--- src/rtl/interrupt_sequencer_pkg.sv ---
// interrupt_sequencer_pkg
// Shared types and constants for the interrupt sequencer:
//   - fixed jump targets for NMI and IM1
//   - FSM state and interrupt-mode enumerations
//   - helpers that decode an IM0 acknowledge byte as an RST opcode
package interrupt_sequencer_pkg;

  localparam logic [15:0] VEC_NMI = 16'h0066;
  localparam logic [15:0] VEC_IM1 = 16'h0038;

  typedef enum logic [2:0] {
    IDLE     = 3'd0,
    NMI_TAKE = 3'd1,
    INT_ACK  = 3'd2,
    TBL_LO   = 3'd3,
    TBL_HI   = 3'd4,
    VECTOR   = 3'd5
  } irq_state_t;

  typedef enum logic [1:0] {
    IM0 = 2'd0,
    IM1 = 2'd1,
    IM2 = 2'd2
  } im_t;

  // RST opcodes have the form 11xxx111.
  function automatic logic is_rst_opcode(input logic [7:0] op);
    return ((op & 8'hC7) == 8'hC7);
  endfunction

  // RST target is the xxx field scaled by 8 in page zero.
  function automatic logic [15:0] rst_vector(input logic [7:0] op);
    return {8'h00, (op & 8'h38)};
  endfunction

endpackage

--- src/rtl/interrupt_sequencer_if.sv ---
// interrupt_sequencer_if
// Bus and vector handshake between the interrupt sequencer and its
// surroundings (bus unit and instruction sequencer).
//   master (interrupt sequencer): drives int_ack_req, mem_rd_req, mem_addr,
//                                 vector_valid, vector
//   slave  (bus / sequencer side): drives bus_done, data_in, vector_ack
interface interrupt_sequencer_if;
  logic        int_ack_req;
  logic        mem_rd_req;
  logic [15:0] mem_addr;
  logic        bus_done;
  logic [7:0]  data_in;
  logic        vector_valid;
  logic [15:0] vector;
  logic        vector_ack;

  modport master (
    output int_ack_req, mem_rd_req, mem_addr, vector_valid, vector,
    input  bus_done, data_in, vector_ack
  );

  modport slave (
    input  int_ack_req, mem_rd_req, mem_addr, vector_valid, vector,
    output bus_done, data_in, vector_ack
  );
endinterface

--- src/rtl/interrupt_sequencer_nmi_edge_latch.sv ---
// interrupt_sequencer_nmi_edge_latch
// Detects 0->1 edges on the (already synchronised) NMI line and holds a
// pending flag until the sequencer accepts the NMI.
//   clk, reset  : clock, async active-high reset
//   nmi         : NMI request level
//   clear       : drop the pending flag (NMI accepted)
//   nmi_pending : an NMI edge is waiting to be taken
module interrupt_sequencer_nmi_edge_latch (
  input  logic clk,
  input  logic reset,
  input  logic nmi,
  input  logic clear,
  output logic nmi_pending
);

  logic nmi_prev_q;
  logic pending_q;
  logic pending_d;

  // Pending flag next value; clearing wins, edges seen while pending are absorbed.
  always_comb begin
    pending_d = pending_q;
    if (clear) begin
      pending_d = 1'b0;
    end else if (nmi && !nmi_prev_q) begin
      pending_d = 1'b1;
    end else begin
      pending_d = pending_q;
    end
  end

  // Edge-detect history and pending flag.
  always_ff @(posedge clk or posedge reset) begin
    if (reset) begin
      nmi_prev_q <= 1'b0;
      pending_q  <= 1'b0;
    end else begin
      nmi_prev_q <= nmi;
      pending_q  <= pending_d;
    end
  end

  assign nmi_pending = pending_q;

endmodule

--- src/rtl/interrupt_sequencer.sv ---
// interrupt_sequencer
// Chooses between a pending NMI and a maskable INT at instruction
// boundaries, runs the acknowledge / vector-table sequence and hands a
// 16-bit jump target to the instruction sequencer. Owns the IM register.
//   clk, reset                 : clock, async active-high reset
//   nmi, int_req               : interrupt requests (edge / level)
//   iff1, delayed_enable_interrupts, reg_i : from the I/R/IFF block
//   next_insn_done, halted     : instruction boundary qualifiers
//   im_wr, im_in               : IM instruction write
//   bus (master modport)       : ack / table-read bus cycles, vector handshake
//   accept_nmi, accept_int, exit_halt : one-cycle pulses at acceptance
//   busy, im, im0_unsupported  : status
module interrupt_sequencer
  import interrupt_sequencer_pkg::*;
(
  input  logic                  clk,
  input  logic                  reset,
  input  logic                  nmi,
  input  logic                  int_req,
  input  logic                  iff1,
  input  logic                  delayed_enable_interrupts,
  input  logic [7:0]            reg_i,
  input  logic                  next_insn_done,
  input  logic                  halted,
  input  logic                  im_wr,
  input  logic [1:0]            im_in,
  interrupt_sequencer_if.master bus,
  output logic                  accept_nmi,
  output logic                  accept_int,
  output logic                  exit_halt,
  output logic                  busy,
  output logic [1:0]            im,
  output logic                  im0_unsupported
);

  irq_state_t  state_q, state_d;
  im_t         im_q, im_d;
  logic        accept_nmi_q, accept_nmi_d;
  logic        accept_int_q, accept_int_d;
  logic        exit_halt_q, exit_halt_d;
  logic        busy_q, busy_d;
  logic        int_ack_req_q, int_ack_req_d;
  logic        mem_rd_req_q, mem_rd_req_d;
  logic [15:0] mem_addr_q, mem_addr_d;
  logic        vector_valid_q, vector_valid_d;
  logic [15:0] vector_q, vector_d;
  logic        im0_unsup_q, im0_unsup_d;
  logic [6:0]  ack_idx_q, ack_idx_d;   // ack byte bits [7:1]; bit 0 of the table address is implied
  logic [7:0]  lo_q, lo_d;
  logic        nmi_pending;
  logic        boundary;

  // The pending flag drops once the NMI_TAKE cycle has run.
  interrupt_sequencer_nmi_edge_latch u_nmi_latch (
    .clk         (clk),
    .reset       (reset),
    .nmi         (nmi),
    .clear       (state_q == NMI_TAKE),
    .nmi_pending (nmi_pending)
  );

  assign boundary = (state_q == IDLE) && (next_insn_done || halted);

  // Next-state and next-output computation for the whole sequencer.
  always_comb begin
    state_d        = state_q;
    accept_nmi_d   = 1'b0;
    accept_int_d   = 1'b0;
    exit_halt_d    = 1'b0;
    busy_d         = busy_q;
    int_ack_req_d  = int_ack_req_q;
    mem_rd_req_d   = mem_rd_req_q;
    mem_addr_d     = mem_addr_q;
    vector_valid_d = vector_valid_q;
    vector_d       = vector_q;
    im0_unsup_d    = im0_unsup_q;
    ack_idx_d      = ack_idx_q;
    lo_d           = lo_q;

    // Mode 3 does not exist; such a write leaves the mode unchanged.
    if (im_wr && (im_in != 2'd3)) begin
      im_d = im_t'(im_in);
    end else begin
      im_d = im_q;
    end

    case (state_q)
      IDLE: begin
        if (boundary && nmi_pending) begin
          state_d      = NMI_TAKE;
          accept_nmi_d = 1'b1;
          exit_halt_d  = halted;
          busy_d       = 1'b1;
        end else if (boundary && int_req && iff1 && !delayed_enable_interrupts) begin
          state_d       = INT_ACK;
          accept_int_d  = 1'b1;
          exit_halt_d   = halted;
          busy_d        = 1'b1;
          int_ack_req_d = 1'b1;
        end else begin
          state_d = IDLE;
          busy_d  = 1'b0;
        end
      end
      NMI_TAKE: begin
        vector_d       = VEC_NMI;
        vector_valid_d = 1'b1;
        state_d        = VECTOR;
      end
      INT_ACK: begin
        if (bus.bus_done) begin
          int_ack_req_d = 1'b0;
          ack_idx_d     = bus.data_in[7:1];
          case (im_q)
            IM0: begin
              if (is_rst_opcode(bus.data_in)) begin
                vector_d = rst_vector(bus.data_in);
              end else begin
                vector_d    = VEC_IM1;
                im0_unsup_d = 1'b1;
              end
              vector_valid_d = 1'b1;
              state_d        = VECTOR;
            end
            IM2: begin
              mem_rd_req_d = 1'b1;
              mem_addr_d   = {reg_i, bus.data_in[7:1], 1'b0};
              state_d      = TBL_LO;
            end
            default: begin
              vector_d       = VEC_IM1;
              vector_valid_d = 1'b1;
              state_d        = VECTOR;
            end
          endcase
        end else begin
          int_ack_req_d = 1'b1;
        end
      end
      TBL_LO: begin
        // High byte address only flips bit 0; no carry into reg_i.
        if (bus.bus_done) begin
          lo_d       = bus.data_in;
          mem_addr_d = {reg_i, ack_idx_q, 1'b1};
          state_d    = TBL_HI;
        end else begin
          mem_addr_d = {reg_i, ack_idx_q, 1'b0};
        end
      end
      TBL_HI: begin
        if (bus.bus_done) begin
          vector_d       = {bus.data_in, lo_q};
          mem_rd_req_d   = 1'b0;
          vector_valid_d = 1'b1;
          state_d        = VECTOR;
        end else begin
          mem_addr_d = {reg_i, ack_idx_q, 1'b1};
        end
      end
      VECTOR: begin
        if (bus.vector_ack) begin
          vector_valid_d = 1'b0;
          busy_d         = 1'b0;
          state_d        = IDLE;
        end else begin
          state_d = VECTOR;
        end
      end
      default: begin
        state_d        = IDLE;
        busy_d         = 1'b0;
        int_ack_req_d  = 1'b0;
        mem_rd_req_d   = 1'b0;
        vector_valid_d = 1'b0;
      end
    endcase
  end

  // Sequencer state and all registered outputs.
  always_ff @(posedge clk or posedge reset) begin
    if (reset) begin
      state_q        <= IDLE;
      im_q           <= IM0;
      accept_nmi_q   <= 1'b0;
      accept_int_q   <= 1'b0;
      exit_halt_q    <= 1'b0;
      busy_q         <= 1'b0;
      int_ack_req_q  <= 1'b0;
      mem_rd_req_q   <= 1'b0;
      mem_addr_q     <= 16'h0000;
      vector_valid_q <= 1'b0;
      vector_q       <= 16'h0000;
      im0_unsup_q    <= 1'b0;
      ack_idx_q      <= 7'h00;
      lo_q           <= 8'h00;
    end else begin
      state_q        <= state_d;
      im_q           <= im_d;
      accept_nmi_q   <= accept_nmi_d;
      accept_int_q   <= accept_int_d;
      exit_halt_q    <= exit_halt_d;
      busy_q         <= busy_d;
      int_ack_req_q  <= int_ack_req_d;
      mem_rd_req_q   <= mem_rd_req_d;
      mem_addr_q     <= mem_addr_d;
      vector_valid_q <= vector_valid_d;
      vector_q       <= vector_d;
      im0_unsup_q    <= im0_unsup_d;
      ack_idx_q      <= ack_idx_d;
      lo_q           <= lo_d;
    end
  end

  assign accept_nmi       = accept_nmi_q;
  assign accept_int       = accept_int_q;
  assign exit_halt        = exit_halt_q;
  assign busy             = busy_q;
  assign im               = im_q;
  assign im0_unsupported  = im0_unsup_q;
  assign bus.int_ack_req  = int_ack_req_q;
  assign bus.mem_rd_req   = mem_rd_req_q;
  assign bus.mem_addr     = mem_addr_q;
  assign bus.vector_valid = vector_valid_q;
  assign bus.vector       = vector_q;

endmodule

--- src/flat_wrapper.sv ---
// flat-port wrapper written by rule: the top's interface ports become plain ports
module interrupt_sequencer_flat import interrupt_sequencer_pkg::*;
  (clk, reset, nmi, int_req, iff1, delayed_enable_interrupts, reg_i, next_insn_done, halted, im_wr, im_in, accept_nmi, accept_int, exit_halt, busy, im, im0_unsupported, bus_int_ack_req, bus_mem_rd_req, bus_mem_addr, bus_vector_valid, bus_vector, bus_bus_done, bus_data_in, bus_vector_ack);
  interrupt_sequencer_if bus_i ();
  input  logic clk;
  input  logic reset;
  input  logic nmi;
  input  logic int_req;
  input  logic iff1;
  input  logic delayed_enable_interrupts;
  input  logic [7:0] reg_i;
  input  logic next_insn_done;
  input  logic halted;
  input  logic im_wr;
  input  logic [1:0] im_in;
  output logic accept_nmi;
  output logic accept_int;
  output logic exit_halt;
  output logic busy;
  output logic [1:0] im;
  output logic im0_unsupported;
  output wire logic [$bits(bus_i.int_ack_req)-1:0] bus_int_ack_req;
  output wire logic [$bits(bus_i.mem_rd_req)-1:0] bus_mem_rd_req;
  output wire logic [$bits(bus_i.mem_addr)-1:0] bus_mem_addr;
  output wire logic [$bits(bus_i.vector_valid)-1:0] bus_vector_valid;
  output wire logic [$bits(bus_i.vector)-1:0] bus_vector;
  input wire logic [$bits(bus_i.bus_done)-1:0] bus_bus_done;
  input wire logic [$bits(bus_i.data_in)-1:0] bus_data_in;
  input wire logic [$bits(bus_i.vector_ack)-1:0] bus_vector_ack;
  assign bus_int_ack_req = bus_i.int_ack_req;
  assign bus_mem_rd_req = bus_i.mem_rd_req;
  assign bus_mem_addr = bus_i.mem_addr;
  assign bus_vector_valid = bus_i.vector_valid;
  assign bus_vector = bus_i.vector;
  assign bus_i.bus_done = bus_bus_done;
  assign bus_i.data_in = bus_data_in;
  assign bus_i.vector_ack = bus_vector_ack;
  interrupt_sequencer u_core (.clk(clk), .reset(reset), .nmi(nmi), .int_req(int_req), .iff1(iff1), .delayed_enable_interrupts(delayed_enable_interrupts), .reg_i(reg_i), .next_insn_done(next_insn_done), .halted(halted), .im_wr(im_wr), .im_in(im_in), .bus(bus_i), .accept_nmi(accept_nmi), .accept_int(accept_int), .exit_halt(exit_halt), .busy(busy), .im(im), .im0_unsupported(im0_unsupported));
endmodule
--- config.mk ---
export PLATFORM = sky130hd
export DESIGN_NAME = interrupt_sequencer_flat
export DESIGN_NICKNAME = d
export VERILOG_FILES = /design/src/rtl/interrupt_sequencer_pkg.sv /design/src/rtl/interrupt_sequencer_if.sv /design/src/rtl/interrupt_sequencer_nmi_edge_latch.sv /design/src/rtl/interrupt_sequencer.sv /design/src/flat_wrapper.sv
export SDC_FILE = /design/constraint.sdc
export NUM_CORES = 1
export LEC_CHECK = 0
export CORE_MARGIN = 1
export CORE_UTILIZATION = 50
export CTS_CLUSTER_SIZE = 20
export DETAILED_ROUTE_END_ITERATION = 16
export DONT_BUFFER_PORTS = 1
export PLACE_DENSITY = 0.65
export SLEW_MARGIN = 20
export SYNTH_ARGS = -nofsm -noshare
export SYNTH_HDL_FRONTEND = slang
export SYNTH_SLANG_ARGS = --single-unit
--- constraint.sdc ---
create_clock -name clk -period 2.45 [get_ports clk]
set_input_delay 0.49 -clock clk [delete_from_list [all_inputs] [get_ports clk]]
set_output_delay 0.49 -clock clk [all_outputs]
set_load 0.01 [all_outputs]
After elaboration in Yosys (flattened, before gate mapping)

Index checks and enable logic that the tools add are counted.
Widths: inputs -> output; s select.

Bits in registers: 62
Input port bits: 29
Output and inout bits: 42
Word-level logic and storage cells: 110

Equality and inequality tests: 17
Muxes and demuxes: 43
Bitwise logic cells: 5
Reductions and logical operators: 29

Operator list:

| cell               | count |
|---|---|
| $pmux 16 s3        | 2 |
| $mux 16            | 5 |
| $pmux 16 s2        | 1 |
| $mux 1             | 22 |
| $ne 2x2->1 const B | 10 |
| $mux 3             | 6 |
| $pmux 3 s6         | 1 |
| $reduce_and 4->1   | 4 |
| $reduce_or 4->1    | 3 |
| $pmux 1 s3         | 3 |
| $logic_and 1x1->1  | 7 |
| $eq 3x2->1 const B | 2 |
| $eq 3x3->1 const B | 2 |
| $mux 6             | 1 |
| $reduce_and 2->1   | 3 |
| $reduce_and 3->1   | 2 |
| $reduce_bool 3->1  | 2 |
| $eq 5x5->1 const B | 1 |
| $not 1->1          | 5 |
| $pmux 1 s5         | 1 |
| $reduce_and 5->1   | 1 |
| $eq 3x1->1 const B | 1 |
| $logic_not 3->1    | 1 |
| $eq 2x2->1 const B | 1 |
| 6 further kinds    | 7 |

Logic depth before layout (Yosys ltp)

Gate-level depths: netlist (run 1).

Word-level depth: 8
Gate-level depth with buffers: 6
Gate-level depth less buffers: 4

Hierarchy

A second synthesis (run 1) with hierarchy kept.

Cell total of the unflattened synthesis: 241
Area total of the unflattened synthesis: 2,860.2 um2

By module, submodules not included:

| module                             | instances | cells each | area each (um2) | seq. area each (um2) |
|---|---|---|---|---|
| interrupt_sequencer                | 1         | 235        | 2,787.7         | 1,501.4 |
| interrupt_sequencer_nmi_edge_latch | 1         | 6          | 72.6            | 50.0 |

Worst setup path before layout (run 1)

OpenSTA, ideal clock, no wires.

Path kind: reg-to-reg
From: reg u_core.state_q[1]
To: reg u_core.mem_addr_q[1] (netlist: u_core.bus.mem_addr[1])
Library setup time: 125 ps
Arrival time: 1,570 ps
Data required time: 2,325 ps
Slack: 754 ps
Stages on the path, launching flop included: 7
Path buffers: 2
Period minus slack after synthesis: 1,696 ps
Cells stage by stage: dfrtp_1 > buf_4 > nor3b_1 > a21o_1 > buf_2 > mux2_2 > mux2_4

Word-level cells in the longest chain between the ends: 3
Elaborated cells on any way between the ends: 9
Classes of those cells: 6 x eq/ne; 1 x mux; 2 x reduce/logical

RTL lines:

| what                                                                    | line                       | source |
|---|---|---|
| start: declaration                                                      | interrupt_sequencer.sv:36  | `irq_state_t state_q, state_d;` |
| start signal: assignment                                                | interrupt_sequencer.sv:197 | `state_q <= state_d;` |
| $eq 3x2->1 / $eq 3x3->1 (equally long branches)                         | interrupt_sequencer.sv:87  | `case (state_q)` |
| $ne 2x2->1 (no source line) / $reduce_bool 3->1 (equally long branches) | -                          |  |
| $reduce_and 4->1 (no source line)                                       | -                          |  |
| end signal: assignment                                                  | interrupt_sequencer.sv:205 | `mem_addr_q <= mem_addr_d;` |
| end: declaration                                                        | interrupt_sequencer.sv:44  | `logic [15:0] mem_addr_q, mem_addr_d;` |

Several ways; a longest one is shown, not always the timed one.
A chain may end at the register's enable or synchronous reset.

Final worst setup path (run 1)

From: reg u_core.state_q[0]
To: reg u_core.mem_addr_q[6] (netlist: u_core.bus.mem_addr[6])

The elaborated chain is that of the path after synthesis.

==> results.py, run 1 <==
metrics = {
    "global_routing": {
        "grtUsageMet3_pct": 5.76,
        "grt.busiest_layer": "met2",
        "grt_overflow_total": 0,
        "grt_pass1_wl_um": 9140,
        "grtUsageMet2_pct": 28.5,
        "grt_start_max_net_pins": 37,
        "antenna_found_initial": 0,
        "grt_pass1_vias": 1792,
        "grt_use_met1_pct": 27.8,
        "track_usage_pct": 20.1,
    },
    "routing": {
        "routed-via-count": 1767,
        "avgViaCountPerCell": 5.59,
        "drc_errors": 0,
        "routed_wl_um": 5450,
        "first_pass_iters": 4,
        "wl_per_cell_um": 17.3,
        "route.antenna.remaining_nets": 0,
        "dr.first_iter.drc_count": 204,
    },
    "die": {
        "num_rows": 27,
        "die_w_um": 78.0,
        "num_io_pins": 71,
        "die_height_um": 78.0,
        "die_area_um2": 6080,
        "core_area_um2": 5540,
        "start_util_pct": 52.1,
    },
    "logic_synthesis": {
        "synth_cells": 235,
        "ys_warn_count": 0,
        "synth-seq-cells": 62,
        "synth.distinct_cells": 44,
        "synth_edf_count": 0,
        "synth-seq-area-share_pct": 53.8,
        "synthFlopType": "dfrtp_1",
        "avgSynthCellArea_um2": 12.3,
        "synth_nets": 264,
        "synth_async_sr_flop_share_pct": 100,
        "synth_area_um2": 2890,
    },
    "layout": {
        "layout_commonest_cell": "dfrtp_1",
        "nets": 270,
        "area.growth.synth_to_final_pct": 9.28,
        "fin_util_pct": 56.9,
        "final_layout_size_suffix_gt1_share_pct": 26.6,
        "mostFrequentLayoutCells": "62 x dfrtp_1, 30 x mux2_2, 18 x inv_1",
        "fillers": 468,
        "antenna_cells": 0,
    },
    "timing": {
        "fin_tns_setup_ps": 0,
        "max_freq_mhz": 528,
        "period_share_pct": 77.3,
        "slew-limit-headroom_pct": 61.3,
        "fin_skew_ps": 7.36,
        "hold_violations": 0,
        "period_needed_ps": 1890,
        "drv_slew": 0,
        "worst_pin_slew_ps": 580,
        "finalSetupViolCount": 0,
        "rsz0062_at_grt": "false",
    },
    "place": {
        "hpwlAfterDp_um": 3820,
        "gp_congestion": 0.782,
        "portBuffers": 0,
    },
    "clock_network": {
        "cts_hold_buf": 0,
        "cts-resized-gates": 0,
        "cts_max_level": 3,
        "clk_latency_ps": 330,
        "clk_path_buf_depth": 2,
        "cts_tree": "done",
        "cts_setup_buffers": 0,
        "cts_buffers": 9,
        "cts.reportedPaths.clkPinSlew_ps": 70,
        "cts_sinks": 62,
        "cts_root_buf": "clkbuf_8",
    },
    "job": {
        "drv_cap": 0,
    },
    "worst_setup_path": {
        "required_ps": 2660,
        "critPathArrivalTime_ps": 2110,
        "cp-start-kind": "flip-flop",
        "end_kind": "flip-flop",
        "worst-r2r-setup-slack_ps": 560,
        "reg2regPathDepth": 4,
        "cp_max_fo": 12,
        "crit_type": "flip-flop to flip-flop",
    },
    "status": {
        "status": "completed",
    },
    "pwr": {
        "total_power_uw": 3610,
        "p_leak_uw": 0.00153,
        "powerDensity_nw_per_um2": 1140,
        "peakVddDrop_v": 0.000543,
    },
    "worst_hold_path": {
        "holdCritPathClass": "input pin to asynchronous set/reset pin",
    },
}
final cells by class:
type | count | area [µm²] | share of cell area (%)
Tap cell | 72 | 90.1 | 2.86
Sequential cell | 62 | 1550 | 49.2
Multi-Input combinational cell | 141 | 1180 | 37.4
Clock inverter | 1 | 30.0 | 0.952
Inverter | 19 | 71.3 | 2.26
Timing Repair Buffer | 8 | 72.6 | 2.30
Clock buffer | 13 | 159 | 5.04
state kept, by name (all words and copies together) (netlist names):
name,count
u_core.state_q,3
u_core.im,2
u_core.accept_int,1
u_core.lo_q,8
u_core.exit_halt,1
u_core.ack_idx_q,7
u_core.u_nmi_latch.nmi_prev_q,1
u_core.im0_unsupported,1
u_core.bus.vector_valid,1
u_core.accept_nmi,1
u_core.bus.mem_addr,16
u_core.bus.vector,16
u_core.bus.int_ack_req,1
u_core.u_nmi_latch.nmi_pending,1
u_core.busy,1
u_core.bus.mem_rd_req,1
worst max-delay path, stage by stage (launching register included):
cell and delay, ps:
dfrtp_1 520, nor3b_1 310, a21o_1 320, mux2_2 380, mux2_4 250
Yosys cell counts (all sizes together) (2+ instances only):
master / n / area [µm²]
a21o: 4 / 30.0
nand2b: 4 / 32.5
o21ai: 5 / 25.0
nand2: 14 / 55.1
nor4bb: 2 / 20.0
buf: 10 / 72.6
o21bai: 3 / 22.5
nor2: 7 / 28.8
mux2i: 13 / 130
nand3: 3 / 15.0
nor2b: 7 / 43.8
clkbuf: 3 / 11.3
a22oi: 3 / 36.3
o22ai: 4 / 31.3
a211oi: 3 / 22.5
and2: 2 / 12.5
nor3: 2 / 10.0
mux2: 42 / 499
a21oi: 9 / 45.0
dfrtp: 62 / 1550
a22o: 2 / 17.5
inv: 19 / 71.3
layer usage:
metal / wire [µm] / up-vias
met4: 113 / 0
met1: 2570 / 880
met5: 0 / -
met3: 312 / 11
met2: 2460 / 41
li1: - / 835
cell families after synthesis:
kind of cell | Yosys count | synth area share, %
flip-flops | 62 | 53.8
AND/OR/NAND/NOR | 45 | 8.54
multiplexers | 55 | 21.8
buffers and inverters | 32 | 5.38
AO/OA/AOI/OAI | 41 | 10.5
final timing paths:
check                                                startpoint                                 endpoint
worst min-delay path                                      reset      u_core.bus.mem_addr[13]$_DFFE_PP0P_
worst min register to register  u_core.ack_idx_q[2]$_DFFE_PP0P_          u_core.ack_idx_q[2]$_DFFE_PP0P_
worst max register to register    u_core.state_q[0]$_DFFE_PP0P_       u_core.bus.mem_addr[6]$_DFFE_PP0P_
max in group asynchronous                                 reset               u_core.lo_q[7]$_DFFE_PP0P_
min in group clk                                            nmi  u_core.u_nmi_latch.nmi_prev_q$_DFF_PP0_
worst max-delay path              u_core.state_q[0]$_DFFE_PP0P_       u_core.bus.mem_addr[6]$_DFFE_PP0P_
stage by stage:
stage | hold WS, ps | setup slack, ps | std cells | area [µm²]
after floorplan | 468 | 419 | 235 | 2890
after global placement | 474 | 593 | 302 | 2960
after detailed placement | 475 | 569 | 302 | 2960
after CTS | 113 | 554 | 316 | 3150
after global routing | 146 | 458 | 316 | 3150
final | 99.6 | 556 | 316 | 3150
where the power goes:
group | internal [µW] | switching, µW
clock network | 515 | 362
registers | 1310 | 323
logic | 577 | 516
total | 2410 | 1200
Note: power is estimated with default switching activity, not from simulation.
==> run 2: changes to the inputs <==
==> constraint.sdc (replaced) <==
create_clock -name clk -period 1.8 [get_ports clk]
set_input_delay 0.36 -clock clk [delete_from_list [all_inputs] [get_ports clk]]
set_output_delay 0.36 -clock clk [all_outputs]
set_load 0.01 [all_outputs]
==> run 2 against run 1 <==
Effect of this change:
- highest routed layer unchanged
- worst setup slack lost 470 ps
- register-to-register slack got worse by 470 ps
- clock power increased by 40%
- clock skew down 1.2 ps
- routed wire length is 6.3% higher
- sequential share of layout area down 2.3 points
- global-route usage increased by 1.8 points
- non-clock buffer count up 14
- critical endpoint is now u_core.bus.mem_addr[7]$_DFFE_PP0P_
- maximum frequency increased by 10%
==> results.py, run 2 (synthesis gave the netlist of run 1 again) <==
metrics = {
    "timing": {
        "holdWs_ps": 48.8,
        "period_share_pct": 95.3,
        "rsz0062_at_grt": "false",
        "worst_pin_slew_ps": 463,
        "period_needed_ps": 1720,
        "drv_slew": 0,
        "max_freq_mhz": 583,
        "finalSetupViolCount": 0,
        "slew-limit-headroom_pct": 68.7,
        "fin_tns_setup_ps": 0,
        "hold_violations": 0,
        "fin_skew_ps": 6.20,
    },
    "global_routing": {
        "grt_overflow_total": 0,
        "grt_pass1_vias": 1929,
        "grt_pass1_wl_um": 9880,
        "grt_start_max_net_pins": 24,
        "antenna_found_initial": 0,
        "track_usage_pct": 21.9,
    },
    "routing": {
        "drc_errors": 0,
        "dr.first_iter.drc_count": 141,
        "routed-via-count": 1792,
        "first_pass_iters": 4,
        "avgViaCountPerCell": 5.45,
        "routed_wl_um": 5800,
        "route.antenna.remaining_nets": 0,
        "wl_per_cell_um": 17.6,
    },
    "worst_setup_path": {
        "end_kind": "flip-flop",
        "path_depth": 5,
        "crit_family": "multiplexers",
        "critPathArrivalTime_ps": 1930,
        "worst-r2r-setup-slack_ps": 80,
        "crit_type": "flip-flop to flip-flop",
        "max_stage_delay_ps": 390,
        "cp-start-kind": "flip-flop",
        "regToRegEndpoint": "u_core.bus.mem_addr[7]$_DFFE_PP0P_",
        "reg2regPathDepth": 5,
        "cp_max_fo": 7,
        "crit_chain": "nor3b_1 > a21o_1 > buf_12 > mux2_2 > mux2_4",
        "required_ps": 2020,
        "path_buf_inv": 1,
        "worstReg2RegStart": "u_core.state_q[2]$_DFFE_PP0P_",
        "critical-path-slowest-cell": "dfrtp_1",
    },
    "die": {
        "die_height_um": 78.0,
        "die_area_um2": 6080,
        "start_util_pct": 52.1,
        "die_w_um": 78.0,
        "num_rows": 27,
        "num_io_pins": 71,
        "core_area_um2": 5540,
    },
    "clock_network": {
        "cts_max_level": 3,
        "cts_buffers": 9,
        "clk_latency_ps": 330,
        "clk_path_buf_depth": 2,
        "cts.reportedPaths.clkPinSlew_ps": 70,
        "cts_root_buf": "clkbuf_8",
        "cts-resized-gates": 0,
        "cts_setup_buffers": 0,
        "cts_tree": "done",
        "cts_hold_buf": 1,
        "cts_sinks": 62,
    },
    "place": {
        "portBuffers": 0,
        "gp_congestion": 0.801,
        "placedCellCount": 315,
        "hpwlAfterDp_um": 4090,
    },
    "worst_hold_path": {
        "min_to": "u_core.u_nmi_latch.nmi_prev_q$_DFF_PP0_",
        "min_path_cells": 0,
        "hold_path_startpoint": "nmi",
        "holdCritPathClass": "input pin to flip-flop",
    },
    "status": {
        "status": "completed",
    },
    "layout": {
        "fin_util_pct": 59.7,
        "final_layout_size_suffix_gt1_share_pct": 30.7,
        "fillers": 476,
        "area.growth.synth_to_final_pct": 14.7,
        "layout_commonest_cell": "dfrtp_1",
        "nets": 284,
        "antenna_cells": 0,
        "mostFrequentLayoutCells": "62 x dfrtp_1, 30 x mux2_2, 18 x inv_1",
        "final_cells": 329,
    },
    "pwr": {
        "peakVddDrop_v": 0.000829,
        "powerDensity_nw_per_um2": 1550,
        "p_leak_uw": 0.00161,
    },
    "job": {
        "drv_cap": 0,
    },
}
[run 2: cell types whose count changed in the layout (fill, tap and decap cells not counted), sizes merged]
cell,previous run,this run
clkinvlp,0,1
inv,19,18
dlygate4sd3,0,1
buf,8,21
clkbuf,13,12
[run 2: area by class of cell]
| cell class | instances | area [µm²] | area share (%) |
|---|---|---|---|
| Multi-Input combinational cell | 141 | 1180 | 35.6 |
| Clock inverter | 1 | 30.0 | 0.908 |
| Sequential cell | 62 | 1550 | 46.9 |
| Timing Repair Buffer | 22 | 218 | 6.58 |
| Clock buffer | 12 | 165 | 4.99 |
| Tap cell | 72 | 90.1 | 2.72 |
| Inverter | 19 | 75.1 | 2.27 |
[run 2: stage by stage]
stage               cell area (µm²)  total power (µW)  setup WS [ps]
CTS                            3310              5190           63.2
detailed placement             3100              3930            124
global route                   3310              5440           13.3
floorplan                      2890              3480            104
global placement               3100              3890            139
finish                         3310              5130           84.9
[run 2: layer usage]
layer	vias to the layer above	global-route usage [%]	share of wire, %	wire length [µm]
li1	856	-	-	-
met1	877	30.2	48	2800
met2	48	30.9	44	2530
met3	11	6.35	5.7	330
met4	0	11.7	2.4	138
met5	-	0	0	0
[run 2: worst max-delay path by stage]
stage / start / to / slack [ps]
after floorplan: u_core.state_q[1]$_DFFE_PP0P_ / u_core.bus.mem_addr[1]$_DFFE_PP0P_ / 100
after global placement: u_core.state_q[2]$_DFFE_PP0P_ / u_core.bus.mem_addr[7]$_DFFE_PP0P_ / 140
after detailed placement: u_core.state_q[1]$_DFFE_PP0P_ / u_core.bus.vector[12]$_DFFE_PP0P_ / 120
after CTS: u_core.state_q[2]$_DFFE_PP0P_ / u_core.bus.mem_addr[7]$_DFFE_PP0P_ / 60
after global routing: u_core.state_q[2]$_DFFE_PP0P_ / u_core.bus.mem_addr[7]$_DFFE_PP0P_ / 10
final: u_core.state_q[2]$_DFFE_PP0P_ / u_core.bus.mem_addr[7]$_DFFE_PP0P_ / 80
[run 2: power by group]
part | switching [µW] | total (µW) | internal [µW]
logic | 789 | 1700 | 907
clock network | 501 | 1230 | 730
registers | 408 | 2200 | 1790
